File: src/rtl/reg_writeback_seq_pkg.sv
// reg_writeback_seq_pkg: shared types for the register-file write-back sequencer
package reg_writeback_seq_pkg;
  localparam int WB_XLEN = 32;
  typedef logic [4:0] reg_addr_t;
  localparam reg_addr_t REG_ZERO = 5'd0;
  typedef struct packed {
    reg_addr_t rd;
    logic [WB_XLEN-1:0] data;
  } wb_req_t;
endpackage

File: src/rtl/reg_writeback_seq_ld_tag_fifo.sv
// ld_tag_fifo: in-order circular buffer of outstanding load destinations
// Ports: push/push_rd enqueue a tag, pop dequeues head_rd; count is occupancy (0..DEPTH);
// match_rd_vec[q][e] flags valid, non-x0 entry e equal to query address q_rd[q].
module ld_tag_fifo
  import reg_writeback_seq_pkg::*;
#(
  parameter int DEPTH = 4,
  localparam int AW = $clog2(DEPTH)
) (
  input  logic                        clk,
  input  logic                        rst_n,
  input  logic                        push,
  input  logic                        pop,
  input  reg_addr_t                   push_rd,
  input  reg_addr_t [2:0]             q_rd,
  output reg_addr_t                   head_rd,
  output logic [AW:0]                 count,
  output logic [2:0][DEPTH-1:0]       match_rd_vec
);
  reg_addr_t        ent [DEPTH];
  logic [DEPTH-1:0] vld;
  logic [AW-1:0]    wp, rp;
  always_ff @(posedge clk or negedge rst_n) begin
    if (!rst_n) begin
      ent   <= '{default: REG_ZERO};
      vld   <= '0;
      wp    <= '0;
      rp    <= '0;
      count <= '0;
    end else begin
      if (push) begin
        ent[wp] <= push_rd;
        vld[wp] <= 1'b1;
        wp      <= wp + 1'b1;
      end
      if (pop) begin
        vld[rp] <= 1'b0;
        rp      <= rp + 1'b1;
      end
      count <= count + (AW+1)'(push) - (AW+1)'(pop);
    end
  end
  assign head_rd = ent[rp];
  for (genvar q = 0; q < 3; q++) begin : g_q
    for (genvar e = 0; e < DEPTH; e++) begin : g_e
      assign match_rd_vec[q][e] = vld[e] && ent[e] != REG_ZERO && ent[e] == q_rd[q];
    end
  end
endmodule

File: src/rtl/reg_writeback_seq.sv
// reg_writeback_seq: merges ALU results and in-order load responses onto the register-file write port
// Ports: alu_* ALU result handshake; ld_issue/ld_rd record a load, ld_rsp_* return its data;
// rs1/rs2 -> raw_stall hazard flag; AD3/WE3/WD3 registered write port; rsp_err sticky orphan-response flag.
module reg_writeback_seq
  import reg_writeback_seq_pkg::*;
#(
  parameter int LD_DEPTH = 4,
  parameter int XLEN = 32
) (
  input  logic            clk,
  input  logic            rst_n,
  input  logic            alu_valid,
  output logic            alu_ready,
  input  logic [4:0]      alu_rd,
  input  logic [XLEN-1:0] alu_data,
  input  logic            ld_issue,
  output logic            ld_issue_rdy,
  input  logic [4:0]      ld_rd,
  input  logic            ld_rsp_valid,
  input  logic [XLEN-1:0] ld_rsp_data,
  input  logic [4:0]      rs1,
  input  logic [4:0]      rs2,
  output logic            raw_stall,
  output logic [4:0]      AD3,
  output logic            WE3,
  output logic [XLEN-1:0] WD3,
  output logic            rsp_err
);
  localparam int CW = $clog2(LD_DEPTH) + 1;
  logic [CW-1:0]          count;
  logic [2:0][LD_DEPTH-1:0] match;
  reg_addr_t              head_rd;
  logic                   pop, alu_acc;
  wb_req_t                wb;
  ld_tag_fifo #(.DEPTH(LD_DEPTH)) u_fifo (
    .clk(clk),
    .rst_n(rst_n),
    .push(ld_issue && ld_issue_rdy),
    .pop(pop),
    .push_rd(ld_rd),
    .q_rd({alu_rd, rs2, rs1}),
    .head_rd(head_rd),
    .count(count),
    .match_rd_vec(match)
  );
  assign ld_issue_rdy = count != CW'(LD_DEPTH);
  assign pop          = ld_rsp_valid && count != '0;
  assign raw_stall    = |match[0] || |match[1];
  // ALU waits behind any pending load to the same rd so writes stay in program order
  assign alu_ready    = !ld_rsp_valid && !(|match[2]);
  assign alu_acc      = alu_valid && alu_ready;
  always_ff @(posedge clk or negedge rst_n) begin
    if (!rst_n) begin
      WE3     <= 1'b0;
      wb      <= '0;
      rsp_err <= 1'b0;
    end else begin
      rsp_err <= rsp_err || (ld_rsp_valid && !pop);
      WE3     <= pop ? head_rd != REG_ZERO : alu_acc && alu_rd != REG_ZERO;
      if (pop) wb <= '{rd: head_rd, data: ld_rsp_data};
      else if (alu_acc) wb <= '{rd: alu_rd, data: alu_data};
    end
  end
  assign AD3 = wb.rd;
  assign WD3 = wb.data;
endmodule

File: config.mk
export PLATFORM = sky130hd
export DESIGN_NAME = reg_writeback_seq
export DESIGN_NICKNAME = d
export VERILOG_FILES = /design/src/rtl/reg_writeback_seq_pkg.sv /design/src/rtl/reg_writeback_seq_ld_tag_fifo.sv /design/src/rtl/reg_writeback_seq.sv
export SDC_FILE = /design/constraint.sdc
export NUM_CORES = 1
export LEC_CHECK = 0
export ABC_AREA = 0
export CAP_MARGIN = 20
export CORE_ASPECT_RATIO = 1.4
export CORE_MARGIN = 1.5
export CORE_UTILIZATION = 25
export DETAILED_ROUTE_END_ITERATION = 6
export HOLD_SLACK_MARGIN = 0.05
export PLACE_DENSITY = 0.58
export SLEW_MARGIN = 20
export SYNTH_ARGS = -nofsm -noshare
export SYNTH_HDL_FRONTEND = slang
export SYNTH_SLANG_ARGS = --single-unit
File: constraint.sdc
create_clock -name clk -period 2.6 [get_ports clk]
set_input_delay 0.26 -clock clk [delete_from_list [all_inputs] [get_ports clk]]
set_output_delay 0.26 -clock clk [all_outputs]
set_load 0.1 [all_outputs]
---- Yosys cells after proc, flatten, opt, wreduce, memory -nomap -nowiden ----
Index checks and enable logic that the tools add are counted.
storage, ports and cells
  flip-flop bits (word level) ............. 70
  input bits .............................. 89
  output and inout port bits .............. 42
  logic and storage cells ................. 97
operators by class
  add/sub/neg operators ................... 4
  order comparisons ....................... 7
  eq/ne operators ......................... 13
  multiplexer cells ....................... 15
  bitwise operators ....................... 5
  reductions and logical operators ........ 41
operators with widths
  kind                                                                                 count
  37-bit 2-to-1 mux                                                                    2
  5-bit equality test                                                                  12
  5-bit nonzero test                                                                   6
  1-bit logical AND                                                                    25
  20-bit bitwise mux                                                                   1
  5-bit 2-to-1 mux                                                                     3
  4-bit OR reduction                                                                   3
  5-bit binary-select mux with 2-bit select                                            1
  5-bit demux with 2-bit select                                                        1
  4-bit 2-to-1 mux                                                                     2
  3-bit greater-or-equal comparator, second input constant                             2
  2-bit by 3-bit < comparator with 1-bit output, second input constant                 2
  2-bit inverter with 3-bit output                                                     2
  2-bit by 1-bit adder with 2-bit output, second input constant                        2
  4-bit AND                                                                            1
  1-bit demux with 2-bit select                                                        2
  2-bit by 1-bit greater-or-equal comparator with 1-bit output, second input constant  2
  4-bit inverter                                                                       1
  4-bit OR                                                                             1
  3-bit by 1-bit adder with 3-bit output                                               1
  1-bit logical NOT                                                                    3
  3-bit by 1-bit < comparator with 1-bit output, second input constant                 1
  1-bit 2-to-1 mux                                                                     3
  3-bit != test, second input constant                                                 1
  4 further kinds                                                                      5

---- Logic depth before layout (Yosys ltp) ----
Gate-level depths: netlist of run 1.
  depth after elaboration ................. 9
  depth in mapped cells ................... 11
  gate-level depth less buffers ........... 10

---- Modules after synthesis ----
A second synthesis of run 1 with hierarchy kept.
second synthesis, totals
  cell total of the unflattened synthesis .. 448
  area total of the unflattened synthesis .. 4255.3 µm²
modules (own cells, without submodules)
  module             times used  cells an instance  area an instance (µm²)  sequential area each (µm²)
  ld_tag_fifo        1           217                2282.2                  775.7
  reg_writeback_seq  1           231                1973.1                  975.9

---- Least setup slack after synthesis of run 1 ----
OpenSTA, ideal clock, no wires.
  path kind ............................... register to register
  start ................................... reg u_fifo.count[1]
  end ..................................... reg u_fifo.count[2]
  setup time .............................. 123 ps
  arrival ................................. 2832 ps
  required time ........................... 2477 ps
  setup slack ............................. -355 ps
  stages on the path, launching flop included .. 12
  buffers on the path ..................... 1
  period minus slack after synthesis ...... 2955 ps
  path through ............................ dfrtp_1 nor2_1 nand2_1 and2_1 clkbuf_1 inv_1 ha_1 inv_1 ha_1 fa_1 xor2_1 xnor2_1
on the way
  cells in the longest elaborated chain, start to end .. 4
  elaborated cells on any way between the ends .. 6
  those cells by class .................... add/sub: 2; eq/ne: 1; reduce/logical: 3
ends and longest elaborated chain
  element                                      RTL line                             RTL
  start: declaration                           reg_writeback_seq_ld_tag_fifo.sv:17  output logic [AW:0] count,
  start signal: assignment                     reg_writeback_seq_ld_tag_fifo.sv:40  count <= count + (AW+1)'(push) - (AW+1)'(pop);
  3-bit != test                                reg_writeback_seq.sv:46              assign ld_issue_rdy = count != CW'(LD_DEPTH);
  named net ld_issue_rdy                       reg_writeback_seq.sv:17              output logic ld_issue_rdy,
  1-bit logical AND                            reg_writeback_seq.sv:38              .push(ld_issue && ld_issue_rdy),
  3-bit by 1-bit adder with 3-bit output       reg_writeback_seq_ld_tag_fifo.sv:40
  3-bit by 1-bit subtractor with 3-bit output  reg_writeback_seq_ld_tag_fifo.sv:40
The timed path passes the listed nets, and every way through them passes these cells.
A chain may end at the register's enable or synchronous reset.

---- Final worst setup path of run 1 ----
  start ................................... reg u_fifo.ent[13] (netlist bit)
  end ..................................... out alu_ready
on the way
  cells in the longest elaborated chain, start to end .. 6
  elaborated cells on any way between the ends .. 7
  those cells by class .................... eq/ne: 1; reduce/logical: 6
ends and longest elaborated chain
  element                           RTL line                             RTL
  start: declaration                reg_writeback_seq_ld_tag_fifo.sv:20  reg_addr_t ent [DEPTH];
  start signal: indexed assignment  reg_writeback_seq_ld_tag_fifo.sv:32  ent[wp] <= push_rd;
  5-bit nonzero test                reg_writeback_seq_ld_tag_fifo.sv:46  assign match_rd_vec[q][e] = vld[e] && ent[e] != REG_ZERO && ent[e] == q_rd[q];
  1-bit logical AND                 reg_writeback_seq_ld_tag_fifo.sv:46
  1-bit logical AND (*)             reg_writeback_seq_ld_tag_fifo.sv:46
  4-bit OR reduction (*)            reg_writeback_seq.sv:50              assign alu_ready = !ld_rsp_valid && !(|match[2]);
  1-bit logical NOT (*)             reg_writeback_seq.sv:50
  1-bit logical AND (*)             reg_writeback_seq.sv:50
  end: declaration                  reg_writeback_seq.sv:13              output logic alu_ready,
Every way passes the cells marked *; elsewhere a longest branch is shown, timed or not.

==> reports/results.ini, run 1 <==
[drt]
viasPerCell = 4.82
postRouteAntennaNets = 0
drt-pass1-iter-count = 7
drt_iter0_markers = 267
routedWlPerCell_microns = 17.6
routed_wl_microns = 13500
drcViolationCount = 16
route.vias.total = 3704

[timing]
drv_slew = 0
hold_violations = 0
period_share_pct = 96.8
relSlewSlack_pct = 55.3
tightestPinTransition_ns = 0.665
finClkSkew_ns = 0.00731
layout_setup_ws_ns = 0.0845
fmax_mhz = 398
setup_viol_count_final = 0
fin_crit_ns = 2.52

[outcome]
status = finished with violations
violations = design-rule violations

[place]
postPlaceCellArea_sq_um = 5640
io_buffers = 130
dp_slack_ns = 0.0415
gp_congestion = 0.870
hpwl_microns = 10100

[grt]
grt.total_usage_pct = 15.7
grt_max_degree = 46
grt_pass1_wl_microns = 21300
grt_pass1_vias = 3976
antenna_found_initial = 0
overflow = 0

[flow_run]
maxCapViolations = 0

[power_and_ir_drop]
power_frac_clock_pct = 15.7
combPwrFrac_pct = 58.5
p_int_mw = 3.92
p_leak_nw = 2.49
seq_power_share_pct = 25.7
netSwitchingPower_mw = 3.97
vdd_drop_max_uv = 526
p_sw_share_pct = 50.3
p_per_area_nw_per_um2 = 1310
finalPower_mw = 7.88

[clock_tree]
cts_tree = yes
cts_buffers = 9
root_buffer = clkbuf_16
clkSlewWorstSetupHoldPaths_ns = 0.06
cts_buffer_depth = 2
htreeDepth = 3
clkLatencyLatePin_ns = 0.33
cts_sinks = 70

[synthesis]
synth_nets = 540
syn-cell-area_sq_um = 4160
synth_edf_count = 0
syn_inst = 440
ys_top_cells_by_area = dfrtp_1 42%, nand2_1 7.4%, xnor2_1 7.4%, o211ai_1 6.9%, xor2_1 6.1%
synthArstFlopShare_pct = 100
yosys_warnings = 0
yosysUniqueCellTypes = 33
synth.avg_cell_area_sq_um = 9.45
synth.most_common_cell = nand2_1
synth-seq-cells = 70
synth_ff_type = dfrtp_1
post-synth-top-area-cell = dfrtp_1
synthTopCellsByCount = 82 x nand2_1, 70 x dfrtp_1, 45 x nand3_1
ys_seq_area_share_pct = 42.1
synth_top_area_share_pct = 42.1

[die]
rows = 55
chipHeight_microns = 156
io_pins = 131
die_width_microns = 112
die_area_sq_um = 17400
core_area_sq_um = 16200
start_util_pct = 25.6

[critical_path]
cp_data_arrival_time_ns = 2.26
start_kind = flip-flop
end_kind = primary output
worst_ep_required_time_ns = 2.34
crit_buf_inv = 3
max_stage_delay_ns = 0.54
path_class = reg2out
path_delay_family = simple AND/OR/NAND/NOR gates
path_max_fanout = 2
crit_path_cell_trace = or4_4 -> o21ai_2 -> nor4_1 -> buf_4 -> nor4_4 -> buf_6 -> buf_12
critPathSlowestCell = or4_4

[cells_and_area]
syn_to_final_growth_pct = 44.6
stdcell_area_sq_um = 6020
layout-drive-gt1-share_pct = 22.1
nets = 665
diodes = 0

[worst_hold_path]
hp-class = in2async

path summary, 6_finish.rpt:
check | startpoint | to | slack [ns] | depth (start not counted)
worst max-delay path | u_fifo.ent[13] | alu_ready | 0.08 | 7
worst min-delay path | rst_n | WD3[6] | 0.42 | 2
worst max register to register | u_fifo.ent[13] | WD3[21] | 0.18 | 9
worst min register to register | rsp_err | rsp_err | 0.46 | 1
max in group asynchronous | rst_n | u_fifo.ent[15] | 1.48 | 3
min in group clk | rsp_err | rsp_err | 0.46 | 1
metal layers:
layer  global-route usage, %  share of wire [%]
met2                    27.7                 52
met1                    18.7                 40
met4                    6.69                2.5
met5                       0                  0
met3                    3.22                5.5
cells by family (layout without fill, tap and decap cells):
| logic type | count (synthesis) | count (layout) | synth area share (%) |
|---|---|---|---|
| xor gates and xnor gates | 64 | 64 | 13.5 |
| and+or+nand+nor | 151 | 151 | 16.6 |
| muxes | 25 | 25 | 8.12 |
| AOI/OAI and AO/OA | 61 | 61 | 10.0 |
| buffers and inverters | 58 | 187 | 6.11 |
| adders and majority gates | 11 | 11 | 3.49 |
| DFF | 70 | 70 | 42.1 |
power groups by stage:
stage / clock network [mW] / logic [mW] / registers, mW
after floorplan: 0 / 2.01 / 3.28
after global placement: 0 / 4.51 / 2.01
after detailed placement: 0 / 4.56 / 2.02
after CTS: 1.27 / 4.59 / 2.01
after global routing: 1.32 / 4.90 / 2.09
final: 1.24 / 4.62 / 2.03
placed cells by master (no fill, tap or decap), types with 2 or more instances in the layout:
cell,synthesis,routed
or4_1,6,4
clkbuf_16,0,9
o21ai_0,3,3
or4_4,0,2
buf_4,3,68
o22ai_1,2,2
a21oi_1,8,8
inv_1,9,9
xnor2_1,35,35
dfrtp_1,70,68
o21ai_2,1,2
mux2_2,20,20
nand2_1,82,81
nand3_1,45,45
clkdlybuf4s50_1,0,87
nor3_1,9,9
clkinvlp_4,0,2
buf_12,0,4
dfrtp_2,0,2
o211ai_1,38,38
nor4_1,3,2
ha_1,10,10
xor2_1,29,29
mux4_2,5,5
and2_1,2,2
a31oi_1,4,4
stage by stage:
step,hold WS (ns),TNS [ns],std cells,util (%)
after global routing,0.470,-0.0142,768,37.0
after detailed placement,0.258,0,748,34.7
after CTS,0.443,0,766,36.8
after global placement,0.249,0,748,34.7
final,0.422,0,768,37.0
after floorplan,-0.0356,0,440,-
sequential cells by signal, summed over array words and instances (netlist names):
signal / cells
WD3: 32
u_fifo.ent: 20
AD3: 5
u_fifo.vld: 4
u_fifo.count: 3
u_fifo.rp: 2
u_fifo.wp: 2
WE3: 1
rsp_err: 1
worst register-to-register path, stage by stage, from the launching register on:
cell and delay (ns):
dfrtp_1 0.37, or4_4 0.54, o21ai_2 0.18, nor4_1 0.06, buf_4 0.14, nor4_4 0.30, buf_4 0.17, and2_1 0.16
buf_12 0.20, o211ai_1 0.17
area by class of cell:
class                      instances  area (sq um)
inverter                          10          37.5
tap                              199           249
multi-input combinational        312          2190
sequential                        70          1750
timing repair buffer             162          1490
clock inverter                     5          58.8
clock buffer                      10           239
fill                            1646         10200
repair_timing:
| action | CTS | global route |
|---|---|---|
| hold buffers | 1 | 0 |
| hold endpoints to repair | 18 | 0 |
| setup endpoints to repair | 1 | 31 |
| cloned | 0 | 0 |
| buffers inserted | 2 | 3 |
| resized for setup | 3 | 6 |
| pin swaps | 1 | 6 |
Power figures use the tool's default switching activity.
==> run 2, diff against run 1 <==
- PLACE_DENSITY: 0.58 -> not set
==> run 2 against run 1 <==
Critical path type unchanged. Hold slack worse by 0.068 ns. The flow still finishes with violations (design-rule violations). Final cell count is 0.13% higher. Via count is 0.92% higher. First-iteration DRC count is 2.6% higher. Largest cell class unchanged.
==> reports/results.ini, run 2 (synthesized netlist as in run 1, its figures left out) <==
[power_and_ir_drop]
combPwrFrac_pct = 58.7
p_int_mw = 3.94
power_frac_clock_pct = 15.6
seq_power_share_pct = 25.7
netSwitchingPower_mw = 3.94
p_per_area_nw_per_um2 = 1310
vdd_drop_max_uv = 493
p_sw_share_pct = 50.0
p_leak_nw = 2.50

[timing]
hold_violations = 0
period_share_pct = 96.4
drv_slew = 0
relSlewSlack_pct = 61.4
finClkSkew_ns = 0.00484
setup_viol_count_final = 0
fmax_mhz = 399
tightestPinTransition_ns = 0.573
fin_setup_tns_ns = 0
rsz0062_at_grt = false
fin_crit_ns = 2.51

[grt]
grt_pass1_vias = 3848
grt_pass1_wl_microns = 20700
grt_max_degree = 46
overflow = 0
antenna_found_initial = 0
grt.total_usage_pct = 15.2

[cells_and_area]
layout-drive-gt1-share_pct = 22.1
multi_input_area_sq_um = 2190
num-fill-cells = 1613
nets = 665
diodes = 0
largest_reg_flops = 32
finish.utilization_pct = 37.0
layout_commonest_cell = clkdlybuf4s50_1
syn_to_final_growth_pct = 44.5
final-seq-area_sq_um = 1750
final_cell_mix = 87 x clkdlybuf4s50_1, 81 x nand2_1, 69 x dfrtp_1, 69 x buf_4, 45 x nand3_1
finalNonFillerCells = 769

[place]
hpwl_microns = 10000
io_buffers = 130
place_inst = 748
gp_congestion = 0.957

[drt]
drcViolationCount = 14
drt-pass1-iter-count = 7
viasPerCell = 4.86
postRouteAntennaNets = 0
drt_iter0_markers = 274
route.vias.total = 3738
routedWlPerCell_microns = 17.1
routed_wl_microns = 13200

[outcome]
status = finished with violations
violations = design-rule violations

[worst_hold_path]
hp-class = in2async

[die]
chipHeight_microns = 156
io_pins = 131
die_area_sq_um = 17400
core_area_sq_um = 16200
die_width_microns = 112
rows = 55
start_util_pct = 25.6

[flow_run]
maxCapViolations = 0

[clock_tree]
clkLatencyLatePin_ns = 0.33
clkSlewWorstSetupHoldPaths_ns = 0.05
root_buffer = clkbuf_16
cts_buffer_depth = 2
htreeDepth = 3
cts_tree = yes
cts_buffers = 9
cts_sinks = 70

[critical_path]
cp_data_arrival_time_ns = 2.25
worst_ep_required_time_ns = 2.34
path_class = reg2out
end_kind = primary output
start_kind = flip-flop
path_max_fanout = 5

[run 2: critical path: stages (launching register included)]
cell	delay [ns]
dfrtp_1	0.39
or4_4	0.55
o21ai_2	0.19
nor4_1	0.11
nor4_4	0.32
buf_6	0.17
buf_12	0.17
[run 2: final cells by class]
class	count	share of cell area [%]
clock buffer	12	4.27
clock inverter	4	0.749
inverter	10	0.624
multi-input combinational	312	36.5
sequential	70	29.2
tap	199	4.14
timing repair buffer	162	24.5
[run 2: power groups by stage]
| stage | Combinational (mW) | Clock [mW] | Sequential [mW] |
|---|---|---|---|
| 2_1_floorplan | 2.01 | 0 | 3.28 |
| 3_3_place_gp | 4.51 | 0 | 2.00 |
| 3_5_place_dp | 4.57 | 0 | 2.02 |
| 4_1_cts | 4.60 | 1.26 | 2.01 |
| 5_1_grt | 4.90 | 1.30 | 2.08 |
| 6_report | 4.62 | 1.23 | 2.03 |
[run 2: path summary, 6_finish.rpt]
kind	from	endpoint	slack (ns)	depth (start not counted)
max reg2reg	u_fifo.ent[13]	WD3[17]	0.31	7
min	rst_n	WD3[6]	0.35	2
max in group asynchronous	rst_n	u_fifo.ent[15]	1.46	3
min in group clk	rsp_err	rsp_err	0.46	1
max	u_fifo.ent[13]	alu_ready	0.09	6
min reg2reg	rsp_err	rsp_err	0.46	1
[run 2: routing by layer]
| layer | vias up | wire length (microns) | global-route usage [%] |
|---|---|---|---|
| met4 | 0 | 342 | 5.97 |
| met2 | 131 | 6880 | 27.5 |
| met3 | 22 | 911 | 4.16 |
| li1 | 1748 | - | - |
| met5 | - | 0 | 0 |
| met1 | 1837 | 5040 | 17.0 |
[run 2: repair_timing]
item	in CTS	in global routing
resized for setup	3	6
setup buffers	0	4
setup endpoints to repair	1	1
hold buffers	1	0
cloned	0	0
hold endpoints to repair	11	0
pin swaps	0	3
[run 2: per-stage QoR]
step / power [mW] / cell area [sq um] / hold WS (ns) / setup WS (ns)
finish: 7.88 / 6010 / 0.355 / 0.0928
CTS: 7.87 / 5950 / 0.355 / 0.0357
detailed placement: 6.59 / 5630 / 0.171 / 0.200
global placement: 6.52 / 5630 / 0.168 / 0.255
floorplan: 5.29 / 4170 / -0.0356 / 0.0815
global route: 8.28 / 6010 / 0.372 / 0.00681
